--- config.mk ---
export PLATFORM = sky130hd
export DESIGN_NAME = exc_vector_seq_flat
export DESIGN_NICKNAME = d
export VERILOG_FILES = /design/src/rtl/exc_vector_seq_if.sv /design/src/rtl/exc_vector_seq.sv /design/src/flat_wrapper.sv
export SDC_FILE = /design/constraint.sdc
export NUM_CORES = 1
export LEC_CHECK = 0
export CORE_ASPECT_RATIO = 2
export CORE_MARGIN = 2
export CORE_UTILIZATION = 37
export CTS_CLUSTER_DIAMETER = 100
export DETAILED_ROUTE_END_ITERATION = 8
export GPL_TIMING_DRIVEN = 0
export PLACE_DENSITY = 0.81
export SYNTH_ARGS = -nofsm -noshare
export SYNTH_HDL_FRONTEND = slang
export SYNTH_SLANG_ARGS = --single-unit
--- constraint.sdc ---
create_clock -name clk -period 1.9 [get_ports clk]
set_input_delay 0.19 -clock clk [delete_from_list [all_inputs] [get_ports clk]]
set_output_delay 0.19 -clock clk [all_outputs]
set_load 0.02 [all_outputs]
--- src/rtl/exc_vector_seq_if.sv ---
// Bus between the exception sequencer and the core datapath/control.
// The control side raises exception requests and supplies PC and memory
// data; the sequencer drives the EPC/PC write strobes, memory read and
// PC-mux selector.
interface exc_vector_seq_if;
    logic        exc_opcode;
    logic        exc_div0;
    logic        exc_ovf;
    logic [31:0] pc_cur;
    logic [7:0]  mem_byte;

    logic        busy;
    logic        done;
    logic [1:0]  cause;
    logic        epc_wr;
    logic [31:0] epc_data;
    logic        mem_rd;
    logic [31:0] mem_addr;
    logic        pc_wr;
    logic [2:0]  pc_src_sel;
    logic [31:0] handler_addr;

    // Core side: raises requests, consumes the sequencer strobes.
    modport master (
        output exc_opcode, exc_div0, exc_ovf, pc_cur, mem_byte,
        input  busy, done, cause, epc_wr, epc_data, mem_rd, mem_addr,
               pc_wr, pc_src_sel, handler_addr
    );

    // Sequencer side.
    modport slave (
        input  exc_opcode, exc_div0, exc_ovf, pc_cur, mem_byte,
        output busy, done, cause, epc_wr, epc_data, mem_rd, mem_addr,
               pc_wr, pc_src_sel, handler_addr
    );
endinterface

--- src/rtl/exc_vector_seq.sv ---
// Multicycle exception sequencer.
// On an accepted exception it writes PC-4 into EPC, reads the handler byte
// from the cause's fixed vector address, and loads the zero-extended byte
// into PC through the memory-data leg of the PC mux. The main control FSM
// stalls while busy is high. Every output is either a register or a decode
// of the state register, so no input reaches an output combinationally.
module exc_vector_seq #(
    parameter logic [31:0] VEC_OPCODE = 32'd253,
    parameter logic [31:0] VEC_OVF    = 32'd254,
    parameter logic [31:0] VEC_DIV0   = 32'd255,
    // Wait cycles between the read request and data capture, 1..15.
    parameter int unsigned MEM_WAIT   = 2,
    parameter logic [2:0]  SEL_MEM    = 3'b101
) (
    input  logic              clk,
    input  logic              reset,
    exc_vector_seq_if.slave   bus
);

    typedef enum logic [2:0] {
        S_IDLE     = 3'd0,
        S_SAVE_EPC = 3'd1,
        S_MEM_RD   = 3'd2,
        S_MEM_WAIT = 3'd3,
        S_LOAD_PC  = 3'd4,
        S_DONE     = 3'd5
    } state_t;

    localparam logic [1:0] CAUSE_NONE   = 2'b00;
    localparam logic [1:0] CAUSE_OPCODE = 2'b01;
    localparam logic [1:0] CAUSE_DIV0   = 2'b10;
    localparam logic [1:0] CAUSE_OVF    = 2'b11;

    // The counter is preloaded with MEM_WAIT-1 so the capture happens on the
    // MEM_WAIT-th cycle spent in S_MEM_WAIT.
    localparam logic [3:0] WAIT_LOAD = 4'(MEM_WAIT - 1);

    state_t      state;
    state_t      state_nxt;

    logic [31:0] pc_lat;
    logic [31:0] vec_lat;
    logic [1:0]  cause_lat;
    logic [31:0] handler_lat;
    logic [3:0]  wait_cnt;

    logic        req_any;
    logic [1:0]  req_cause;
    logic [31:0] req_vec;
    logic        wait_last;

    // Priority encode the raw requests: opcode > div0 > overflow.
    always_comb begin
        req_any   = bus.exc_opcode | bus.exc_div0 | bus.exc_ovf;
        req_cause = CAUSE_NONE;
        req_vec   = 32'd0;
        if (bus.exc_opcode) begin
            req_cause = CAUSE_OPCODE;
            req_vec   = VEC_OPCODE;
        end else if (bus.exc_div0) begin
            req_cause = CAUSE_DIV0;
            req_vec   = VEC_DIV0;
        end else if (bus.exc_ovf) begin
            req_cause = CAUSE_OVF;
            req_vec   = VEC_OVF;
        end
    end

    assign wait_last = (wait_cnt == 4'd0);

    // State register; reset wins over any sequence in progress.
    always_ff @(posedge clk) begin
        if (!reset) begin
            state <= S_IDLE;
        end else begin
            state <= state_nxt;
        end
    end

    // Next-state decode; requests are only looked at in S_IDLE.
    always_comb begin
        state_nxt = state;
        case (state)
            S_IDLE: begin
                if (req_any) begin
                    state_nxt = S_SAVE_EPC;
                end
            end
            S_SAVE_EPC: state_nxt = S_MEM_RD;
            S_MEM_RD:   state_nxt = S_MEM_WAIT;
            S_MEM_WAIT: begin
                if (wait_last) begin
                    state_nxt = S_LOAD_PC;
                end
            end
            S_LOAD_PC:  state_nxt = S_DONE;
            S_DONE:     state_nxt = S_IDLE;
            default:    state_nxt = S_IDLE;
        endcase
    end

    // Latches taken on acceptance, the memory wait counter and the handler
    // capture. Cause and handler hold until the next accepted exception.
    always_ff @(posedge clk) begin
        if (!reset) begin
            pc_lat      <= 32'd0;
            vec_lat     <= 32'd0;
            cause_lat   <= CAUSE_NONE;
            handler_lat <= 32'd0;
            wait_cnt    <= 4'd0;
        end else begin
            case (state)
                S_IDLE: begin
                    if (req_any) begin
                        pc_lat    <= bus.pc_cur;
                        vec_lat   <= req_vec;
                        cause_lat <= req_cause;
                    end
                end
                S_MEM_RD: begin
                    wait_cnt <= WAIT_LOAD;
                end
                S_MEM_WAIT: begin
                    if (wait_last) begin
                        handler_lat <= {24'd0, bus.mem_byte};
                    end else begin
                        wait_cnt <= wait_cnt - 4'd1;
                    end
                end
                default: begin
                end
            endcase
        end
    end

    // Output decode from the state register and the latched values only.
    always_comb begin
        bus.busy         = (state != S_IDLE);
        bus.done         = (state == S_DONE);
        bus.epc_wr       = (state == S_SAVE_EPC);
        bus.mem_rd       = (state == S_MEM_RD);
        bus.pc_wr        = (state == S_LOAD_PC);
        bus.cause        = cause_lat;
        bus.handler_addr = handler_lat;
        bus.epc_data     = 32'd0;
        bus.mem_addr     = 32'd0;
        bus.pc_src_sel   = 3'b000;
        case (state)
            S_SAVE_EPC: begin
                // Modulo-2^32 subtraction: a PC of 0 yields 32'hFFFF_FFFC.
                bus.epc_data = pc_lat - 32'd4;
            end
            S_MEM_RD, S_MEM_WAIT: begin
                bus.mem_addr = vec_lat;
            end
            S_LOAD_PC: begin
                bus.mem_addr   = vec_lat;
                bus.pc_src_sel = SEL_MEM;
            end
            default: begin
            end
        endcase
    end

endmodule

--- src/flat_wrapper.sv ---
// flat-port wrapper written by rule: the top's interface ports become plain ports
module exc_vector_seq_flat 
#(
    parameter logic [31:0] VEC_OPCODE = 32'd253,
    parameter logic [31:0] VEC_OVF    = 32'd254,
    parameter logic [31:0] VEC_DIV0   = 32'd255,
                                                                    
    parameter int unsigned MEM_WAIT   = 2,
    parameter logic [2:0]  SEL_MEM    = 3'b101
)
  (clk, reset, bus_exc_opcode, bus_exc_div0, bus_exc_ovf, bus_pc_cur, bus_mem_byte, bus_busy, bus_done, bus_cause, bus_epc_wr, bus_epc_data, bus_mem_rd, bus_mem_addr, bus_pc_wr, bus_pc_src_sel, bus_handler_addr);
  exc_vector_seq_if bus_i ();
  input  logic clk;
  input  logic reset;
  input wire logic [$bits(bus_i.exc_opcode)-1:0] bus_exc_opcode;
  input wire logic [$bits(bus_i.exc_div0)-1:0] bus_exc_div0;
  input wire logic [$bits(bus_i.exc_ovf)-1:0] bus_exc_ovf;
  input wire logic [$bits(bus_i.pc_cur)-1:0] bus_pc_cur;
  input wire logic [$bits(bus_i.mem_byte)-1:0] bus_mem_byte;
  output wire logic [$bits(bus_i.busy)-1:0] bus_busy;
  output wire logic [$bits(bus_i.done)-1:0] bus_done;
  output wire logic [$bits(bus_i.cause)-1:0] bus_cause;
  output wire logic [$bits(bus_i.epc_wr)-1:0] bus_epc_wr;
  output wire logic [$bits(bus_i.epc_data)-1:0] bus_epc_data;
  output wire logic [$bits(bus_i.mem_rd)-1:0] bus_mem_rd;
  output wire logic [$bits(bus_i.mem_addr)-1:0] bus_mem_addr;
  output wire logic [$bits(bus_i.pc_wr)-1:0] bus_pc_wr;
  output wire logic [$bits(bus_i.pc_src_sel)-1:0] bus_pc_src_sel;
  output wire logic [$bits(bus_i.handler_addr)-1:0] bus_handler_addr;
  assign bus_i.exc_opcode = bus_exc_opcode;
  assign bus_i.exc_div0 = bus_exc_div0;
  assign bus_i.exc_ovf = bus_exc_ovf;
  assign bus_i.pc_cur = bus_pc_cur;
  assign bus_i.mem_byte = bus_mem_byte;
  assign bus_busy = bus_i.busy;
  assign bus_done = bus_i.done;
  assign bus_cause = bus_i.cause;
  assign bus_epc_wr = bus_i.epc_wr;
  assign bus_epc_data = bus_i.epc_data;
  assign bus_mem_rd = bus_i.mem_rd;
  assign bus_mem_addr = bus_i.mem_addr;
  assign bus_pc_wr = bus_i.pc_wr;
  assign bus_pc_src_sel = bus_i.pc_src_sel;
  assign bus_handler_addr = bus_i.handler_addr;
  exc_vector_seq #(.VEC_OPCODE(VEC_OPCODE), .VEC_OVF(VEC_OVF), .VEC_DIV0(VEC_DIV0), .MEM_WAIT(MEM_WAIT), .SEL_MEM(SEL_MEM)) u_core (.clk(clk), .reset(reset), .bus(bus_i));
endmodule
==> results.cfg <==
[outcome]
outcome = finished with violations
violations = setup timing

[sta]
fin_crit_sh = 1.35
fin_ws_ns = -0.658
hold_viol_final = 0
grt_setup_unrepaired = true
finalSetupViolCount = 24
relSlewSlack = 0.611
fmax_mhz = 391
tightest_slew_ns = 0.578
fin_crit_ns = 2.56
slew_violations = 0
skew_ns = 0.00463

[drt]
drt_iter0_drc = 220
vias = 3815
ant_nets = 0
routed_wl_um = 12600
avgRoutedWirePerCell_um = 16.9
viasPerCell = 5.10
remaining_drc_errors = 0
detail_route.first_pass.iterations = 4

[power]
ir_worst_vdd_mv = 0.630
leakage_uw = 0.00268
p_per_area_nw_per_um2 = 779

[clock_network]
cts_buffer_depth = 2
cts_hold_repair.buffers = 0
cts-root-buf = clkbuf_16
cts_tree = built
htreeDepth = 2
clkTransAtPathRegs_ns = 0.06
cts.sinks = 51
cts_buffers = 5
insertion_delay_ns = 0.29

[min_path]
hold_path_class = input pin to flip-flop

[synthesis]
yosysWarnings = 0
netlist_area_um2 = 3130
avgSynthCellArea_um2 = 7.31
ys_types = 44
yosys-top-cells-area = dfxtp_1 (33%), buf_4 (14%), nand2_1 (10%)
ys_top_cells_by_count = nand2_1 (87), buf_4 (57), dfxtp_1 (51)
ys_seq_area_frac = 0.326
synth_top_area_cell = dfxtp_1
ys_seq_elements = 51
yosys.area.top_type_share = 0.326
yosysMostFrequentCell = nand2_1
syn_inst = 428
async_flop_share = 0
synthFlopType = dfxtp_1
synth_edf_count = 0

[global_route]
antenna_found_initial = 0
grt_max_degree = 15
gr-usage-met3 = 0.0526
grt-ovfl-total = 0
grtUsageMet2 = 0.442
busiest_layer = met2
met1_usage = 0.216
grt_pass1_vias = 3767
grt_usage = 0.233
grt_pass1_wl_um = 17500

[worst_setup_path]
cp_num_buf_inv = 3
critical_path_class = flip-flop to output port
cp-end-kind = output port
max_stage_delay_ns = 0.54
critPathTopFamily = compound AO/OA/AOI/OAI gates
path_cells = nor4_4, nand4_1, buf_6, clkbuf_4, o31ai_1, a21oi_4, buf_6
critical_path_arrival_ns = 2.37
slowest_stage = o31ai_1
crit_fanout = 5
cp_common_cell = buf_6
startpoint_type = flip-flop
worstPathRequired_ns = 1.71

[floorplan]
ioPinCount = 151
die-area_um2 = 9260
dieHeight_um = 134
fp-row-count = 47
die_width_um = 69.0
start_util = 0.380
coreArea_um2 = 8230

[placed_design]
finalWeightedCongestion = 0.832
dp_slack_ns = -1.11
port_buffers = 101
dp_hpwl_um = 7310

[final_layout]
post-route-util = 0.707
num-fill-cells = 579
nets = 696
area_growth_pct = 85.9
drive_gt1_frac = 0.426
antennaDiodeCount = 0

[flow_run]
max_cap_viol_count = 0
[power by group]
part	internal (uW)	switching, uW	leakage, uW
Combinational	1140	1220	0.00218
Clock	488	388	0.0000679
Sequential	1170	128	0.000430
[worst register-to-register path, cell delays in order, from the launching register on]
cell      delay (ns)
dfxtp_4         0.35
buf_4           0.15
nor3_4          0.32
and2_1          0.29
clkbuf_4        0.26
nand2_1         0.09
a21oi_1         0.17
[through the flow]
stage	total power [uW]	cell area [um^2]	hold slack [ns]	std cells	setup TNS, ns
floorplan	2260	3480	0.301	476	-0.879
global placement	2710	4610	0.443	675	-29.67
detailed placement	2740	4610	0.451	675	-34.11
CTS	4040	5340	0.433	719	-7.32
global route	4710	5820	0.447	748	-11.42
finish	4530	5820	0.435	748	-10.37
[per-layer routing]
layer	wire length (um)	vias to the layer above
met5	0	-
met4	799	0
met3	884	57
met2	6950	225
met1	3980	1757
li1	-	1776
[state kept, by name, indices dropped and copies added (netlist names)]
signal	cells
u_core.wait_cnt	4
u_core.bus.handler_addr	8
u_core.state	3
u_core.bus.cause	1
u_core.vec_lat	3
u_core.pc_lat	32
[layout by cell type (no fill, tap or decap), types with 8 or more instances in the layout]
master           instances
o21ai_0                  8
mux2i_1                  8
inv_1                    9
nor4_4                   9
dfxtp_1                 32
clkdlybuf4s50_1         55
buf_4                  114
nand2_1                 79
clkbuf_1                 9
conb_1                  49
a21oi_1                 35
dfxtp_4                 15
buf_6                   35
nor2_1                  33
xor2_1                   8
[path summary, 6_finish.rpt]
| check | depth (start not counted) | from | slack, ns | to |
|---|---|---|---|---|
| worst max-delay path | 7 | u_core.pc_lat[11] | -0.66 | bus_epc_data[26] |
| worst min-delay path | 3 | bus_pc_cur[23] | 0.43 | u_core.pc_lat[23] |
| worst max register to register | 6 | u_core.state[2] | 0.18 | u_core.pc_lat[5] |
| worst min register to register | 2 | u_core.vec_lat[0] | 0.46 | u_core.vec_lat[0] |
[cell families (layout without fill, tap and decap cells)]
| family | after synthesis | after routing | synth area share |
|---|---|---|---|
| other cells | 1 | 49 | 0.00120 |
| xor+xnor | 10 | 10 | 0.0280 |
| fa+ha+maj | 2 | 2 | 0.00799 |
| buf+inv | 90 | 264 | 0.177 |
| mux | 14 | 14 | 0.0448 |
| flops | 51 | 51 | 0.326 |
| simple gates | 190 | 190 | 0.289 |
| compound gates | 70 | 70 | 0.126 |
[layout make-up]
class	count	area (um^2)	area share
clock buffers	7	133	0.0228
repair buffers	170	1600	0.275
plain buffers	73	574	0.0987
well taps	98	123	0.0211
multi-input cells	335	2250	0.387
clock inverters	1	5.00	0.000860
flip-flops and latches	51	1080	0.186
inverters	13	53.8	0.00925
[repair_timing]
item / in CTS / in global routing
gates resized for setup: 274 / 93
setup endpoints to repair: 78 / 56
cloned: 2 / 1
pin swaps: 23 / 26
setup buffers: 35 / 33
Power figures use the tool's default switching activity.
